<file path="src/rtl/axon_scheduler_256x256_pkg.sv">
// Shared definitions for the axon scheduler: FSM state encoding, weight-type
// typedef, the no-weight select code and default array dimensions.
package axon_scheduler_256x256_pkg;

  localparam int unsigned NUM_AXONS_DFLT   = 256;
  localparam int unsigned NUM_NEURONS_DFLT = 256;

  // Select code for a non-contributing axon; the neuron block maps it to weight 0.
  localparam logic [7:0] WSEL_NONE_DFLT = 8'd4;

  typedef logic [1:0] wtype_t;

  typedef enum logic [2:0] {
    IDLE,
    FETCH,
    WAIT,
    SCAN,
    DONE
  } sched_state_t;

endpackage

</file>
<file path="src/rtl/axon_scheduler_256x256_type_table.sv">
// axon_type_table: per-axon weight-type register file.
//   clk, rst   : clock, asynchronous active-high reset (clears every entry)
//   wr_en      : write strobe (caller gates it to the idle state)
//   wr_addr    : axon index to write
//   wr_data    : 2-bit weight type
//   rd_addr    : axon index to read (combinational)
//   rd_data    : weight type of rd_addr
module axon_type_table
  import axon_scheduler_256x256_pkg::*;
#(
  parameter int unsigned NUM_AXONS = NUM_AXONS_DFLT
) (
  input  logic       clk,
  input  logic       rst,
  input  logic       wr_en,
  input  logic [7:0] wr_addr,
  input  wtype_t     wr_data,
  input  logic [7:0] rd_addr,
  output wtype_t     rd_data
);

  wtype_t mem_q [NUM_AXONS];

  always_ff @(posedge clk or posedge rst) begin
    if (rst) begin
      for (int unsigned i = 0; i < NUM_AXONS; i++) begin
        mem_q[i] <= '0;
      end
    end else if (wr_en) begin
      mem_q[wr_addr] <= wr_data;
    end
  end

  assign rd_data = mem_q[rd_addr];

endmodule

</file>
<file path="src/rtl/axon_scheduler_256x256.sv">
// axon_scheduler_256x256: per-time-step sequencer feeding the 256x256 neuron core.
// On start it latches the axon spike vector, then for every neuron row reads the
// crossbar connectivity row and emits one beat per axon carrying the weight-type
// select (or the no-weight code for non-contributing axons).
//   clk, rst                 : clock, asynchronous active-high reset
//   start_i, spike_vec_i     : begin a time step / spike vector latched at start
//   type_wr_en/addr/data_i   : weight-type table write port (idle only)
//   row_rd_o, row_addr_o     : connectivity row read request
//   conn_row_i               : connectivity row, valid one cycle after row_rd_o
//   valid_o, ready_i         : beat handshake
//   neuron_idx_o, axon_idx_o : beat position
//   weight_select_o          : weight type (zero-extended) or WSEL_NONE
//   first_o, last_o          : beat is axon 0 / axon NUM_AXONS-1
//   busy_o, done_o           : not idle / end-of-step pulse
//   active_cnt_o             : contributing-axon count of the last finished neuron
// Build option: define SCHED_ACTIVE_CNT_EN to enable the contributing-axon
// counter; otherwise active_cnt_o is tied to 0.
module axon_scheduler_256x256
  import axon_scheduler_256x256_pkg::*;
#(
  parameter int unsigned NUM_AXONS   = NUM_AXONS_DFLT,
  parameter int unsigned NUM_NEURONS = NUM_NEURONS_DFLT,
  parameter logic [7:0]  WSEL_NONE   = WSEL_NONE_DFLT
) (
  input  logic                 clk,
  input  logic                 rst,
  input  logic                 start_i,
  input  logic [NUM_AXONS-1:0] spike_vec_i,
  input  logic                 type_wr_en_i,
  input  logic [7:0]           type_wr_addr_i,
  input  logic [1:0]           type_wr_data_i,
  output logic                 row_rd_o,
  output logic [7:0]           row_addr_o,
  input  logic [NUM_AXONS-1:0] conn_row_i,
  output logic                 valid_o,
  input  logic                 ready_i,
  output logic [7:0]           neuron_idx_o,
  output logic [7:0]           axon_idx_o,
  output logic [7:0]           weight_select_o,
  output logic                 first_o,
  output logic                 last_o,
  output logic                 busy_o,
  output logic                 done_o,
  output logic [8:0]           active_cnt_o
);

  sched_state_t         state_q, state_d;
  logic [NUM_AXONS-1:0] spike_q;
  logic [NUM_AXONS-1:0] conn_q;
  logic [7:0]           neuron_q;
  logic [7:0]           axon_q;
  wtype_t               type_rd;
  logic                 contrib;
  logic                 last_beat;
  logic                 last_neuron;
  logic                 tbl_wr_en;

  assign last_beat   = (axon_q == 8'(NUM_AXONS - 1));
  assign last_neuron = (neuron_q == 8'(NUM_NEURONS - 1));
  assign contrib     = spike_q[axon_q] & conn_q[axon_q];
  // Table is only writable while idle so a step sees one consistent table.
  assign tbl_wr_en   = type_wr_en_i && (state_q == IDLE);

  axon_type_table #(
    .NUM_AXONS(NUM_AXONS)
  ) u_type_table (
    .clk    (clk),
    .rst    (rst),
    .wr_en  (tbl_wr_en),
    .wr_addr(type_wr_addr_i),
    .wr_data(type_wr_data_i),
    .rd_addr(axon_q),
    .rd_data(type_rd)
  );

  always_ff @(posedge clk or posedge rst) begin
    if (rst) begin
      state_q  <= IDLE;
      spike_q  <= '0;
      conn_q   <= '0;
      neuron_q <= '0;
      axon_q   <= '0;
    end else begin
      state_q <= state_d;
      case (state_q)
        IDLE: begin
          if (start_i) begin
            spike_q  <= spike_vec_i;
            neuron_q <= '0;
          end
        end
        WAIT: begin
          conn_q <= conn_row_i;
          axon_q <= '0;
        end
        SCAN: begin
          if (ready_i) begin
            if (last_beat) begin
              // axon index returns to 0 only when leaving the row; neuron index
              // stays on the final row through DONE.
              axon_q <= '0;
              if (!last_neuron) begin
                neuron_q <= neuron_q + 8'd1;
              end
            end else begin
              axon_q <= axon_q + 8'd1;
            end
          end
        end
        default: ;
      endcase
    end
  end

  always_comb begin
    state_d         = state_q;
    row_rd_o        = 1'b0;
    valid_o         = 1'b0;
    done_o          = 1'b0;
    busy_o          = (state_q != IDLE);
    weight_select_o = '0;
    first_o         = 1'b0;
    last_o          = 1'b0;
    case (state_q)
      IDLE:  if (start_i) state_d = FETCH;
      FETCH: begin
        row_rd_o = 1'b1;
        state_d  = WAIT;
      end
      WAIT:  state_d = SCAN;
      SCAN: begin
        valid_o         = 1'b1;
        weight_select_o = contrib ? {6'b0, type_rd} : WSEL_NONE;
        first_o         = (axon_q == '0);
        last_o          = last_beat;
        if (ready_i && last_beat) begin
          state_d = last_neuron ? DONE : FETCH;
        end
      end
      DONE: begin
        done_o  = 1'b1;
        state_d = IDLE;
      end
      default: state_d = IDLE;
    endcase
  end

  assign row_addr_o   = neuron_q;
  assign neuron_idx_o = neuron_q;
  assign axon_idx_o   = axon_q;

`ifdef SCHED_ACTIVE_CNT_EN
  logic [8:0] row_cnt_q;
  logic [8:0] active_cnt_q;
  logic [9:0] row_final;

  // Count including the beat being accepted now, saturated at 256.
  assign row_final = {1'b0, row_cnt_q} + 10'(contrib);

  always_ff @(posedge clk or posedge rst) begin
    if (rst) begin
      row_cnt_q    <= '0;
      active_cnt_q <= '0;
    end else if (state_q == WAIT) begin
      row_cnt_q <= '0;
    end else if (state_q == SCAN && ready_i) begin
      if (last_beat) begin
        active_cnt_q <= (row_final > 10'd256) ? 9'd256 : row_final[8:0];
      end else begin
        row_cnt_q <= row_final[8:0];
      end
    end
  end

  assign active_cnt_o = active_cnt_q;
`else
  assign active_cnt_o = '0;
`endif

endmodule

</file>
<file path="config.mk">
export PLATFORM = sky130hd
export DESIGN_NAME = axon_scheduler_256x256
export DESIGN_NICKNAME = d
export VERILOG_FILES = /design/src/rtl/axon_scheduler_256x256_pkg.sv /design/src/rtl/axon_scheduler_256x256_type_table.sv /design/src/rtl/axon_scheduler_256x256.sv
export SDC_FILE = /design/constraint.sdc
export NUM_CORES = 2
export LEC_CHECK = 0
export ABC_AREA = 1
export BUFFER_PORTS_ARGS = -buffer_cell sky130_fd_sc_hd__buf_4
export CORE_MARGIN = 2
export CORE_UTILIZATION = 59
export CTS_BUF_LIST = sky130_fd_sc_hd__clkbuf_4 sky130_fd_sc_hd__clkbuf_8 sky130_fd_sc_hd__clkbuf_16
export CTS_CLUSTER_SIZE = 10
export DETAILED_ROUTE_END_ITERATION = 6
export GPL_ROUTABILITY_DRIVEN = 0
export MAX_ROUTING_LAYER = met4
export PLACE_DENSITY = 0.89
export REMOVE_ABC_BUFFERS = 1
export SYNTH_ARGS = -nofsm -noshare
export SYNTH_HDL_FRONTEND = slang
export SYNTH_SLANG_ARGS = --single-unit
</file>
<file path="constraint.sdc">
create_clock -name clk -period 36.4 [get_ports clk]
set_input_delay 3.64 -clock clk [delete_from_list [all_inputs] [get_ports clk]]
set_output_delay 3.64 -clock clk [all_outputs]
set_load 0.01 [all_outputs]
</file>
==> impl_metrics.ini <==
[worst_setup_path]
worst_setup_path_start_kind = register
critPathKind = reg2out
r2r_slack_ns = 32.03
end_kind = output port
reg2regPathDepth = 15
required_ns = 32.76
r2r_start = axon_idx_o[0]
worst_ep_arrival_time_ns = 5.47
crit_path_max_fanout = 51
r2r_end = neuron_idx_o[4]

[global_route]
antenna_found_initial = 29
grt_max_degree = 198
grt_overflow = 0
grt_pass1_vias = 46600
grt_pass1_wl_microns = 261000
track_usage_pct = 40.6

[timing]
rsz0062_at_grt = no
period_minus_slack_ns = 9.11
finalMaxSlewViolations = 0
clock_skew_ns = 0.0230
relSlewSlack_pct = 8.50
tightest_slew_ns = 1.37
finalSetupViolations = 0
finalHoldViolCount = 0
finalCritPeriodShare_pct = 25.0
fmax_ghz = 0.110
setup_tns_ns = 0

[clock_tree]
cts_root_buf = clkbuf_16
clk_path_buf_depth = 3
cts_hold_buf = 0
cts_buffers = 116
cts.sinks = 1043
htree_levels = 3
ctsResizeCount = 0
cts_tree = yes
post_cts_buffers = 0
clkSlewWorstSetupHoldPaths_ns = 0.06
clock_latency_ns = 0.72

[min_path]
min_to = conn_q[57]
min-delay-start = conn_q[57]
hold_path.class = reg2reg
holdPathStages = 2

[power_and_ir_drop]
switching_power_mw = 1.55
p_per_area_nw_per_um2 = 70.6
seqPwrFrac_pct = 40.4
peakVddDrop_v = 0.0000592
p_int_mw = 2.45
switching_share_pct = 38.7
clkPwrFrac_pct = 26.5
leakagePower_nw = 27.6
share_comb_of_total_power_pct = 33.1

[synthesis]
synth.most_common_cell = nand2_1
yosys-top-cells-area = dfrtp_1 (53%), nand2_1 (21%), o21ai_0 (7.9%)
seq_area_frac_synth_pct = 53.2
async_flop_share_pct = 100
syn_inst = 6368
synth-main-ff-cell = dfrtp_1
ys_warn_count = 0
yosysTopAreaCellShare_pct = 53.2
yosysUniqueCellTypes = 42
yosysTopAreaCell = dfrtp_1
netlist_area_sq_um = 49100
syn_area_per_cell_sq_um = 7.71
synth_top_cells_by_count = nand2_1 (2726), dfrtp_1 (1043), o21ai_0 (771)
synth_edf_count = 0
ys_seq_elements = 1043

[job]
cap_violations = 0

[detailed_routing]
drt_wl_total_microns = 172000
vias = 48000
ant_nets = 0
drtIter0Drc = 7346
routed_via_density = 6.12
wl_per_cell_microns = 21.9
drc = 9
drtPass1Iterations = 7

[floorplan]
core_sq_um = 82200
die_x_microns = 292
num_io_pins = 574
initial_core_util_pct = 59.7
die_y_microns = 292
die-area_sq_um = 85500
core.rowCount = 105

[cells_and_area]
design_area_sq_um = 56600
fin_nets = 7247
area_delta_synth_final_pct = 15.4
layout-drive-gt1-share_pct = 12.5

[run_status]
failed_checks = design-rule violations
status = complete, but fails checks

[placed_design]
post-dp-hpwl_microns = 106000
post_dp_cell_area_sq_um = 53300
numPortBuffers = 559
power by group through the flow:
stage,combinational (mW),clock [mW],sequential [mW]
6_report,1.32,1.06,1.62
5_1_grt,1.45,1.10,1.64
4_1_cts,1.28,1.05,1.61
3_5_place_dp,1.26,0,1.62
3_3_place_gp,1.22,0,1.61
2_1_floorplan,0.902,0,1.62
stage by stage:
| step | total power [mW] | util [%] | hold WS, ns | setup WS (ns) | instances |
|---|---|---|---|---|---|
| after detailed placement | 2.88 | 64.8 | 0.457 | 28.35 | 7669 |
| after floorplan | 2.53 | - | 0.437 | 3.40 | 5982 |
| final | 4.00 | 68.9 | 0.470 | 27.29 | 7847 |
| after CTS | 3.94 | 68.8 | 0.472 | 27.58 | 7813 |
| after global placement | 2.82 | 64.8 | 0.450 | 28.38 | 7669 |
| after global routing | 4.19 | 68.9 | 0.495 | 27.20 | 7841 |
layout by cell type, fill, tap and decap left out, drive strengths merged, types with 2 or more instances in the layout:
cell and count:
nor3 9, nor2 233, nand3 529, o211ai 59, a21oi 80, diode 34, nand4 14, nand2 2733
o21ai 818, nor3b 2, o221ai 4, o2111ai 21, ha 3, or2 32, clkinv 7, inv 379
clkbuf 137, conb 14, dfrtp 1043, xor2 4, buf 617
worst max-delay path, cell delays in order (launching register included):
cell	delay, ns
dfrtp_4	0.60
buf_4	0.64
nand2_4	0.56
inv_2	0.39
buf_4	0.56
o21ai_0	0.23
nand4_1	0.15
nand3_1	0.12
nand2_1	0.15
inv_1	0.06
nand2_1	0.06
nand2_1	0.05
nand2_1	0.15
nand2_1	0.13
a21oi_1	0.57
buf_4	0.24
layer usage:
metal / vias up / track usage, % / part of all wire (%)
met4: 0 / 27.8 / 8.1
met5: - / - / 0
li1: 20900 / - / -
met3: 954 / 12.2 / 14
met1: 22400 / 48.9 / 34
met2: 3705 / 58.8 / 44
cells by family (layout without fill, tap and decap cells):
family,count (synthesis),count (layout),share of synthesized area [%]
and+or+nand+nor,3553,3553,29.2
xor gates and xnor gates,4,4,0.0714
adders and majority gates,3,3,0.0765
AOI/OAI and AO/OA,985,985,10.6
other,1,48,0.00764
buffers and inverters,779,1141,6.90
DFF,1043,1043,53.2
sequential cells by signal, summed over array words and instances (netlist names):
name / count
conn_q: 256
u_type_table.mem_q: 512
axon_idx_o: 8
neuron_idx_o: 8
spike_q: 256
state_q: 3
final cells by class:
cell class / instances / area, sq um
flip-flops and latches: 1043 / 26100
fillers: 6063 / 25600
multi-input cells: 4559 / 19700
repair buffers: 617 / 4680
clock buffers: 137 / 3120
inverters: 380 / 1470
well taps: 1070 / 1340
clock inverters: 7 / 140
diodes: 34 / 85.1
how the worst max path moves through the flow:
stage,from,endpoint,cells past startpoint
finish,axon_idx_o[1],weight_select_o[2],15
CTS,axon_idx_o[1],weight_select_o[2],15
floorplan,rst,axon_idx_o[0],1
detailed placement,axon_idx_o[1],weight_select_o[0],15
global route,axon_idx_o[1],weight_select_o[2],15
global placement,axon_idx_o[1],weight_select_o[1],17
Note: power is estimated with default switching activity, not from simulation.
